--- config.mk ---
export PLATFORM = sky130hd
export DESIGN_NAME = rom_arbiter
export DESIGN_NICKNAME = d
export VERILOG_FILES = /design/src/rtl/rom_arbiter.sv
export SDC_FILE = /design/constraint.sdc
export NUM_CORES = 1
export LEC_CHECK = 0
export CORE_MARGIN = 3
export CORE_UTILIZATION = 40
export CTS_CLUSTER_SIZE = 40
export DETAILED_ROUTE_END_ITERATION = 6
export GPL_TIMING_DRIVEN = 0
export PLACE_DENSITY = 0.79
export SLEW_MARGIN = 20
export SYNTH_ARGS = -nofsm -noshare
export SYNTH_HDL_FRONTEND = slang
export SYNTH_SLANG_ARGS = --single-unit
--- constraint.sdc ---
create_clock -name clk -period 3.35 [get_ports clk]
set_input_delay 1.005 -clock clk [delete_from_list [all_inputs] [get_ports clk]]
set_output_delay 1.005 -clock clk [all_outputs]
set_load 0.005 [all_outputs]
--- src/rtl/rom_arbiter.sv ---
// rom_arbiter: N-requester arbiter in front of a shared 1-cycle synchronous ROM.
// Two-stage pipeline: P (ROM read in flight) and R (response register).
// Define ROM_ARBITER_FIXED_PRIO_EN for fixed lowest-index priority; default is round-robin.
module rom_arbiter #(
    parameter int DATA_WIDTH    = 8,
    parameter int ADDRESS_WIDTH = 3,
    parameter int NUM_REQ       = 4,
    parameter int ID_WIDTH      = (NUM_REQ > 1) ? $clog2(NUM_REQ) : 1
) (
    input  logic                             clk,
    input  logic                             rst,
    input  logic [NUM_REQ-1:0]               req_valid,
    input  logic [NUM_REQ*ADDRESS_WIDTH-1:0] req_addr,
    output logic [NUM_REQ-1:0]               req_ready,
    output logic [ADDRESS_WIDTH-1:0]         rom_address,
    input  logic [DATA_WIDTH-1:0]            rom_data,
    output logic                             rsp_valid,
    input  logic                             rsp_ready,
    output logic [ID_WIDTH-1:0]              rsp_id,
    output logic [DATA_WIDTH-1:0]            rsp_data
);

    localparam int unsigned NR = NUM_REQ;

    logic                     p_valid;
    logic [ID_WIDTH-1:0]      p_id;
    logic [ADDRESS_WIDTH-1:0] p_addr;

    logic                     accept_ok;
    logic                     advance;
    logic                     found;
    logic                     grant;
    logic [ID_WIDTH-1:0]      grant_id;
    logic [ADDRESS_WIDTH-1:0] grant_addr;
    int unsigned              start;
    int unsigned              idx;

`ifndef ROM_ARBITER_FIXED_PRIO_EN
    logic [ID_WIDTH-1:0]      ptr;
`endif

    assign advance   = p_valid && (!rsp_valid || rsp_ready);
    assign accept_ok = !p_valid || !rsp_valid || rsp_ready;
    assign grant     = found && accept_ok && !rst;

    // Priority search over requesters starting at the round-robin pointer (or 0).
    always_comb begin
        found      = 1'b0;
        grant_id   = '0;
        grant_addr = '0;
        idx        = 0;
`ifdef ROM_ARBITER_FIXED_PRIO_EN
        start      = 0;
`else
        start      = 32'(ptr);
`endif
        for (int unsigned k = 0; k < NR; k++) begin
            idx = (start + k) % NR;
            if (!found && req_valid[idx]) begin
                found      = 1'b1;
                grant_id   = ID_WIDTH'(idx);
                grant_addr = req_addr[idx*ADDRESS_WIDTH +: ADDRESS_WIDTH];
            end
        end
    end

    // Grant strobe and ROM address; p_addr is held so rom_data stays stable while stalled.
    always_comb begin
        req_ready   = '0;
        rom_address = '0;
        if (!rst) begin
            if (grant) begin
                req_ready   = NUM_REQ'(1) << grant_id;
                rom_address = grant_addr;
            end else begin
                rom_address = p_addr;
            end
        end
    end

`ifndef ROM_ARBITER_FIXED_PRIO_EN
    // Round-robin pointer: moves just past the last granted requester.
    always_ff @(posedge clk) begin
        if (rst) begin
            ptr <= '0;
        end else if (grant) begin
            ptr <= (grant_id == ID_WIDTH'(NUM_REQ - 1)) ? '0 : grant_id + 1'b1;
        end
    end
`endif

    // Stage P: loads on accept, empties when it advances into R.
    always_ff @(posedge clk) begin
        if (rst) begin
            p_valid <= 1'b0;
            p_id    <= '0;
            p_addr  <= '0;
        end else if (grant) begin
            p_valid <= 1'b1;
            p_id    <= grant_id;
            p_addr  <= grant_addr;
        end else if (advance) begin
            p_valid <= 1'b0;
        end
    end

    // Stage R: captures ROM word from P, clears when consumed with nothing behind it.
    always_ff @(posedge clk) begin
        if (rst) begin
            rsp_valid <= 1'b0;
            rsp_id    <= '0;
            rsp_data  <= '0;
        end else if (advance) begin
            rsp_valid <= 1'b1;
            rsp_id    <= p_id;
            rsp_data  <= rom_data;
        end else if (rsp_valid && rsp_ready) begin
            rsp_valid <= 1'b0;
        end
    end

endmodule

== After elaboration in Yosys (flattened, before gate mapping) ==
Cells that the tools add are included.
Storage, ports and cells
  register bits after elaboration: 19
  input bits: 27
  output and inout port bits: 18
  word-level logic and storage cells: 72
Cells by class
  add/sub/neg operators: 4
  multiply operators: 4
  order comparisons: 4
  eq/ne operators: 1
  shift operators: 5
  mux-type cells: 29
  reduce and logical (&&, ||, !) cells: 18
Operator list (number)
  $shiftx 12x5->3: 4
  $mux 3: 6
  $mul 2x2->4 const B: 4
  $lt 2x3->1 const B: 4
  $mux 1: 12
  $mux 2: 5
  $bmux 1 s2: 4
  $mux 4: 2
  $logic_and 1x1->1: 7
  $logic_not 1->1: 6
  $add 2x1->2 const B: 2
  $add 2x2->2 const B: 2
  $reduce_bool 2->1: 2
  $shl 1x2->4 const A: 1
  $logic_or 1x1->1: 3
  $eq 2x2->1 const B: 1

== Depth between registers and ports, before layout ==
Gate-level depths: netlist (run 1).
  depth after elaboration: 16
  gate-level depth with buffers: 10
  depth with buffers taken out: 8

== Least setup slack after synthesis (run 1) ==
Ideal clock, no wire load.
  kind: input to output
  from: input req_valid[2]
  to: output req_ready[1]
  data arrival time: 2093 ps
  data required time: 2345 ps
  path slack: 252 ps
  stages: 8
  buffers on the path: 1
  cells stage by stage: buf_2 mux2i_1 nor2_1 a211oi_2 nand2_1 inv_1 ha_1 and2_1
On the way
  elaborated cells on any way between the ends: 27
  those cells by class: shift: 1; mux: 18; reduce/logical: 8
RTL lines
  from (decl): RTL line 12  | input logic [NUM_REQ-1:0] req_valid,
  $bmux 1 s2: RTL line 59  | if (!found && req_valid[idx]) begin
  $mux 1 (implied by the code): RTL line 59
  $mux 1: RTL line 59
  $logic_not 1->1: RTL line 59
  $logic_and 1x1->1: RTL line 59
  $mux 1: RTL line 59
  $logic_not 1->1: RTL line 59
  $logic_and 1x1->1: RTL line 59
  $mux 1: RTL line 59
  $logic_not 1->1: RTL line 59
  $logic_and 1x1->1: RTL line 59
  $mux 2 *: RTL line 59
  via grant_id[0]: RTL line 33  | logic [ID_WIDTH-1:0] grant_id;
  $shl 1x2->4 *: RTL line 73  | req_ready = NUM_REQ'(1) << grant_id;
  $mux 4 *: RTL line 72  | if (grant) begin
  $mux 4 *: RTL line 71  | if (!rst) begin
  to (decl): RTL line 14  | output logic [NUM_REQ-1:0] req_ready,
The timed path passes the listed nets; every way through them passes the cells marked *. The select of a mux whose other input is x is not followed.

== Worst setup path after layout (run 1) ==
  from: input req_valid[1]
  to: output rom_address[0]
On the way
  longest elaborated chain between the ends: 16
  elaborated cells on any way between the ends: 26
  those cells by class: mux: 18; reduce/logical: 8
RTL lines
  $bmux 1 s2: RTL line 59
  $mux 1 (implied by the code): RTL line 59
  $mux 1: RTL line 59
  $logic_not 1->1: RTL line 59
  $logic_and 1x1->1: RTL line 59
  $mux 1: RTL line 59
  $logic_not 1->1: RTL line 59
  $logic_and 1x1->1: RTL line 59
  $mux 1: RTL line 59
  $logic_not 1->1: RTL line 59
  $logic_and 1x1->1: RTL line 59
  $mux 1: RTL line 59
  $logic_and 1x1->1 (2 in series): RTL line 44  | assign grant = found && accept_ok && !rst;
  $mux 3 * (2 in series)
  to (decl): RTL line 15  | output logic [ADDRESS_WIDTH-1:0] rom_address,
Mark *: on every way between the ends. The rest lies on a longest branch, timed or not. The select of a mux whose other input is x is not followed.

==> results.json, run 1 <==
{
  "outcome": "finished, violations left",
  "violations": "negative setup slack",
  "yosysSeqAreaShare": 0.284,
  "dp_cells": 248,
  "arrival_ps": 2450,
  "synth_top_area_frac": 0.284,
  "die_w_um": 63.9,
  "yosys_warnings": 0,
  "n_antenna_cell": 0,
  "drcViolationCount": 0,
  "critical_path_class": "in2out",
  "reg2reg_from": "ptr[1]$_SDFFE_PP0N_",
  "path_clk_slew_ps": 100,
  "layout.cells.non_filler": 277,
  "dr.pass1.iters": 4,
  "min_from": "rsp_data[5]$_SDFFE_PP0P_",
  "ir_drop_v": 0.000264,
  "worstPathRequired_ps": 2340,
  "fmax_mhz": 290,
  "p_clk_frac": 0.116,
  "yosys_register_bits": 19,
  "switchingPower_mw": 0.387,
  "slew_headroom": 0.652,
  "synth_edf_count": 0,
  "dieArea_um2": 4080,
  "critPathCaptureType": "output pin",
  "power.density_nw_per_um2": 437,
  "synth.net_count": 191,
  "grt_pass1_wl_um": 7390,
  "finalSetupTns_ps": -243,
  "hold_end": "rsp_data[5]$_SDFFE_PP0P_",
  "h-tree-depth": 1,
  "nets": 265,
  "core_area_um2": 3130,
  "wl_um": 4700,
  "tightest_slew_ps": 522,
  "final_core_util": 0.711,
  "finClkSkew_ps": 1.28,
  "synth_ff_type": "dfxtp_1",
  "cts_buffer_depth": 2,
  "clock_sinks": 19,
  "antenna_found_initial": 0,
  "start_util": 0.429,
  "cp_max_fo": 6,
  "vias": 1596,
  "layout-drive-gt1-share": 0.326,
  "gp_congestion": 0.986,
  "reg2regPathDepth": 12,
  "p_sw_frac": 0.398,
  "finalMaxSlewViolations": 0,
  "fin_ws_ps": -102,
  "avgSynthCellArea_um2": 8.38,
  "grtUsageTotal": 0.222,
  "finalHoldViolations": 0,
  "ios": 45,
  "syn_inst": 160,
  "die_h_um": 63.9,
  "synth.area.top_cells": "dfxtp_1 28%, mux2i_1 12%, nor2_1 4.8%, nand3b_1 3.9%, ha_1 3.7%",
  "yosysMostFrequentCell": "dfxtp_1",
  "postCtsHoldBufs": 0,
  "portBuffers": 44,
  "area_delta_synth_final_pct": 65.9,
  "root_buffer": "clkbuf_4",
  "worstHoldPathCells": 2,
  "ys_async_sr_fraction": 0,
  "rrSetupSlack_ps": 1250,
  "min_period_ps": 3450,
  "fp-row-count": 20,
  "p_int_mw": 0.586,
  "maxCapViolations": 0,
  "hold_path_class": "reg2reg",
  "rsz0062_at_grt": "true",
  "grt_overflow": 0,
  "critPathLaunchType": "primary input",
  "setup_violations": 4,
  "cts_tree": "built",
  "reg2reg_to": "ptr[1]$_SDFFE_PP0N_",
  "p_leak_nw": 0.952,
  "antenna_left": 0,
  "fin_crit_sh": 1.03,
  "wire_per_inst_um": 17.0,
  "grt_pass1_vias": 1585,
  "clk-insertion-delay-late_ps": 290,
  "synth_cell_types": 50,
  "yosys-top-cells-count": "19 x dfxtp_1, 17 x nor2_1, 16 x mux2i_1, 9 x nand2_1",
  "seqPwrFrac": 0.282,
  "grt_max_degree": 12,
  "cts_buffers": 3,
  "dp_hpwl_um": 2940,
  "synth_top_cell_by_area": "dfxtp_1",
  "synth.cell_area_um2": 1340,
  "p_comb_frac": 0.602,
  "finalHoldWorstSlack_ps": 517,
  "route.detailed.vias_per_inst": 5.76,
  "drtIter0Drc": 112
}
[cell type report]
type / count / area [um^2]
clock inverter: 1 / 5.00
timing repair buffer: 69 / 614
clock buffer: 3 / 22.5
fill: 227 / 903
tap: 44 / 55.1
multi-input combinational: 123 / 1030
sequential: 19 / 380
buffer: 12 / 91.3
inverter: 6 / 22.5
[stage by stage]
| step | worst slack [ps] | power (mW) | cell area (um^2) |
|---|---|---|---|
| final | -102 | 0.973 | 2220 |
| after floorplan | 252 | 0.568 | 1340 |
| after global routing | -120 | 1.04 | 2220 |
| after global placement | -963 | 0.712 | 1840 |
| after detailed placement | -987 | 0.728 | 1840 |
| after CTS | -99.7 | 0.911 | 2130 |
[routing by layer]
layer  up-vias  track usage  share of wire
li1        743            -              -
met1       782        0.276           0.42
met2        67        0.405           0.53
met3         4       0.0334          0.051
met4         0       0.0377         0.0040
met5         -            0              0
[placed cells by master (no fill, tap or decap), drive strengths merged, types with 7 or more instances in the layout]
cell type and instances:
a21oi 7, nand3b 7, o21ai 7, nor2 18, buf 45, nand2 10, mux2i 16, clkdlybuf4s50 24
dlygate4sd2 8, dfxtp 19
[registers in the layout (all words and copies together), names as in the netlist]
register	flops
rsp_data	8
p_addr	3
p_id	2
ptr	2
rsp_id	2
p_valid	1
rsp_valid	1
[critical path, stage by stage]
cell,delay (ps)
buf_8,100
or4_4,540
buf_6,150
nand2_8,80
buf_6,110
a211oi_2,30
a22oi_1,190
o2bb2ai_2,80
buf_2,150
[power groups by stage]
stage | Combinational, mW | Clock [mW] | Sequential, mW
2_1_floorplan | 0.293 | 0 | 0.276
3_3_place_gp | 0.435 | 0 | 0.277
3_5_place_dp | 0.449 | 0 | 0.278
4_1_cts | 0.520 | 0.117 | 0.274
5_1_grt | 0.627 | 0.131 | 0.277
6_report | 0.586 | 0.113 | 0.275
[what timing repair did]
action	4_1_cts	5_1_grt
setup endpoints to repair	7	7
gates resized for setup	93	19
buffers inserted	20	5
endpoints found under the hold margin	0	0
pin swaps	17	13
[worst max path at each step]
stage | from | end | slack, ps | depth (start not counted)
after floorplan | req_valid[2] | req_ready[1] | 250 | 8
after global placement | req_valid[2] | rom_address[1] | -960 | 7
after detailed placement | req_valid[2] | rom_address[1] | -990 | 7
after CTS | req_valid[2] | rom_address[0] | -100 | 9
after global routing | req_valid[1] | req_ready[3] | -120 | 9
final | req_valid[1] | rom_address[0] | -100 | 9
[logic make-up (layout without fill, tap and decap cells)]
family | Yosys count | count (layout) | share of synthesized area
compound gates | 43 | 43 | 0.235
fa+ha+maj | 4 | 4 | 0.0373
buf+inv | 18 | 91 | 0.0597
flops | 19 | 19 | 0.284
mux | 18 | 18 | 0.145
simple gates | 58 | 58 | 0.240
Note: power is estimated with default switching activity, not from simulation.
==> run 2, diff against run 1 <==
CORE_MARGIN = 10   (was 3)
==> run 2 against run 1 <==
The run still ends with negative setup slack left. Clock power is 9% higher. Combinational power up 28%. Wire length rose by 24%. Worst setup slack got worse by 40 ps. Sequential share of layout area shrank 1.2 points. Register-to-register slack worse by 1100 ps. Flip-flop and latch count unchanged. Maximum frequency fell by 1.2%. Highest routed layer unchanged.
==> results.json, run 2 (synthesis results as in run 1) <==
{
  "outcome": "finished, violations left",
  "violations": "negative setup slack",
  "crit_chain": "buf_8 -> buf_6 -> buf_4 -> nor2_1 -> o2bb2ai_1 -> a21oi_4 -> o221ai_2 -> o2bb2ai_2 -> buf_2",
  "critPathLaunchType": "primary input",
  "grt_pass1_wl_um": 8180,
  "slew_headroom": 0.624,
  "wire_per_inst_um": 19.7,
  "route.detailed.vias_per_inst": 5.84,
  "cts_buffer_depth": 2,
  "fp-row-count": 20,
  "clk-insertion-delay-late_ps": 320,
  "min_period_ps": 3490,
  "cp_slowest_cell": "o221ai_2",
  "multi_input_area_um2": 1080,
  "setup_violations": 8,
  "worst_path_largest_cell_delay_ps": 240,
  "fin_ws_ps": -143,
  "tightest_slew_ps": 564,
  "vias": 1724,
  "grt_overflow": 0,
  "largest_reg_flops": 8,
  "antenna_found_initial": 0,
  "arrival_ps": 2490,
  "start_util": 0.429,
  "postCtsHoldBufs": 0,
  "top_regs": "rsp_data (8), p_addr (3)",
  "wl_um": 5800,
  "drcViolationCount": 0,
  "drtIter0Drc": 160,
  "cts_tree": "built",
  "nets": 283,
  "dieArea_um2": 6070,
  "worstPathRequired_ps": 2340,
  "final_common_cell": "buf_4",
  "gp_congestion": 0.925,
  "hold_path_class": "reg2reg",
  "grt_max_degree": 11,
  "fin_crit_sh": 1.04,
  "path_clk_slew_ps": 110,
  "final_core_util": 0.769,
  "critical_path_class": "in2out",
  "n_antenna_cell": 0,
  "rsz0062_at_grt": "true",
  "finalHoldViolations": 0,
  "grt_pass1_vias": 1664,
  "core_area_um2": 3130,
  "finalMaxSlewViolations": 0,
  "area_delta_synth_final_pct": 79.4,
  "power.total_mw": 1.16,
  "postPlaceCellArea_um2": 1840,
  "ios": 45,
  "portBuffers": 44,
  "clock_sinks": 19,
  "antenna_left": 0,
  "die_w_um": 77.9,
  "critPathCaptureType": "output pin",
  "place_ws_ps": -1050,
  "ir_drop_v": 0.000321,
  "layout-drive-gt1-share": 0.414,
  "dr.pass1.iters": 5,
  "max_flop_register": "rsp_data",
  "critical-path-top-delay-family": "compound AO/OA/AOI/OAI gates",
  "h-tree-depth": 1,
  "die_h_um": 77.9,
  "fmax_mhz": 286,
  "timing.critical_path.buf_inv": 4,
  "dp_hpwl_um": 3240,
  "finClkSkew_ps": 7.72,
  "nFillCells": 192,
  "power.density_nw_per_um2": 480,
  "final_cell_area_um2": 2410,
  "most-common-layout-cells": "40 x buf_4, 24 x clkdlybuf4s50_1, 18 x dfxtp_1",
  "register_area_um2": 382,
  "cp_max_fo": 5,
  "grtUsageTotal": 0.164,
  "p_leak_nw": 1.04,
  "root_buffer": "clkbuf_4",
  "maxCapViolations": 0,
  "cts_buffers": 3
}
-- run 2: report_power, final --
group          internal, mW  switching [mW]  total, mW  leakage [nW]
registers             0.260          0.0197      0.280         0.157
clock network        0.0467          0.0765      0.123        0.0150
logic                 0.383           0.370      0.753         0.872
-- run 2: metal layers --
metal | GRT usage | wire length, um
met4 | 0.0573 | 184
met1 | 0.180 | 2130
met3 | 0.0311 | 403
met5 | 0 | 0
met2 | 0.304 | 3090
-- run 2: worst min-delay path, delay by kind of cell (launching register included) --
kind	cells	cell delay (ps)
flip-flops	1	330
AND/OR/NAND/NOR	1	50
AO/OA/AOI/OAI	1	50
-- run 2: final timing paths --
kind	startpoint	endpoint	slack, ps	cells past startpoint
setup / recovery	req_valid[1]	rom_address[0]	-140	9
hold / removal	p_id[0]$_SDFFE_PP0N_	p_id[0]$_SDFFE_PP0N_	470	2
setup reg to reg	ptr[1]$_SDFFE_PP0N_	p_addr[2]$_DFF_P_	190	18
hold reg to reg	p_id[0]$_SDFFE_PP0N_	p_id[0]$_SDFFE_PP0N_	470	2
-- run 2: what timing repair did --
action	CTS	global route
setup buffers	34	9
resized for setup	91	28
setup endpoints to repair	7	8
gates cloned	0	0
pin swaps	14	14
-- run 2: per-stage QoR --
step | hold slack, ps | setup TNS (ps) | instances
after floorplan | 436 | 0 | 160
after global placement | 446 | -6570 | 248
after detailed placement | 456 | -6690 | 248
after CTS | 472 | -108 | 286
after global routing | 500 | -1110 | 295
final | 470 | -650 | 295
-- run 2: cell type report --
type                       instances  area share
tap                               44      0.0229
timing repair buffer              87       0.313
sequential                        19       0.159
inverter                           6     0.00936
buffer                            12      0.0380
clock buffer                       4      0.0109
multi-input combinational        123       0.448
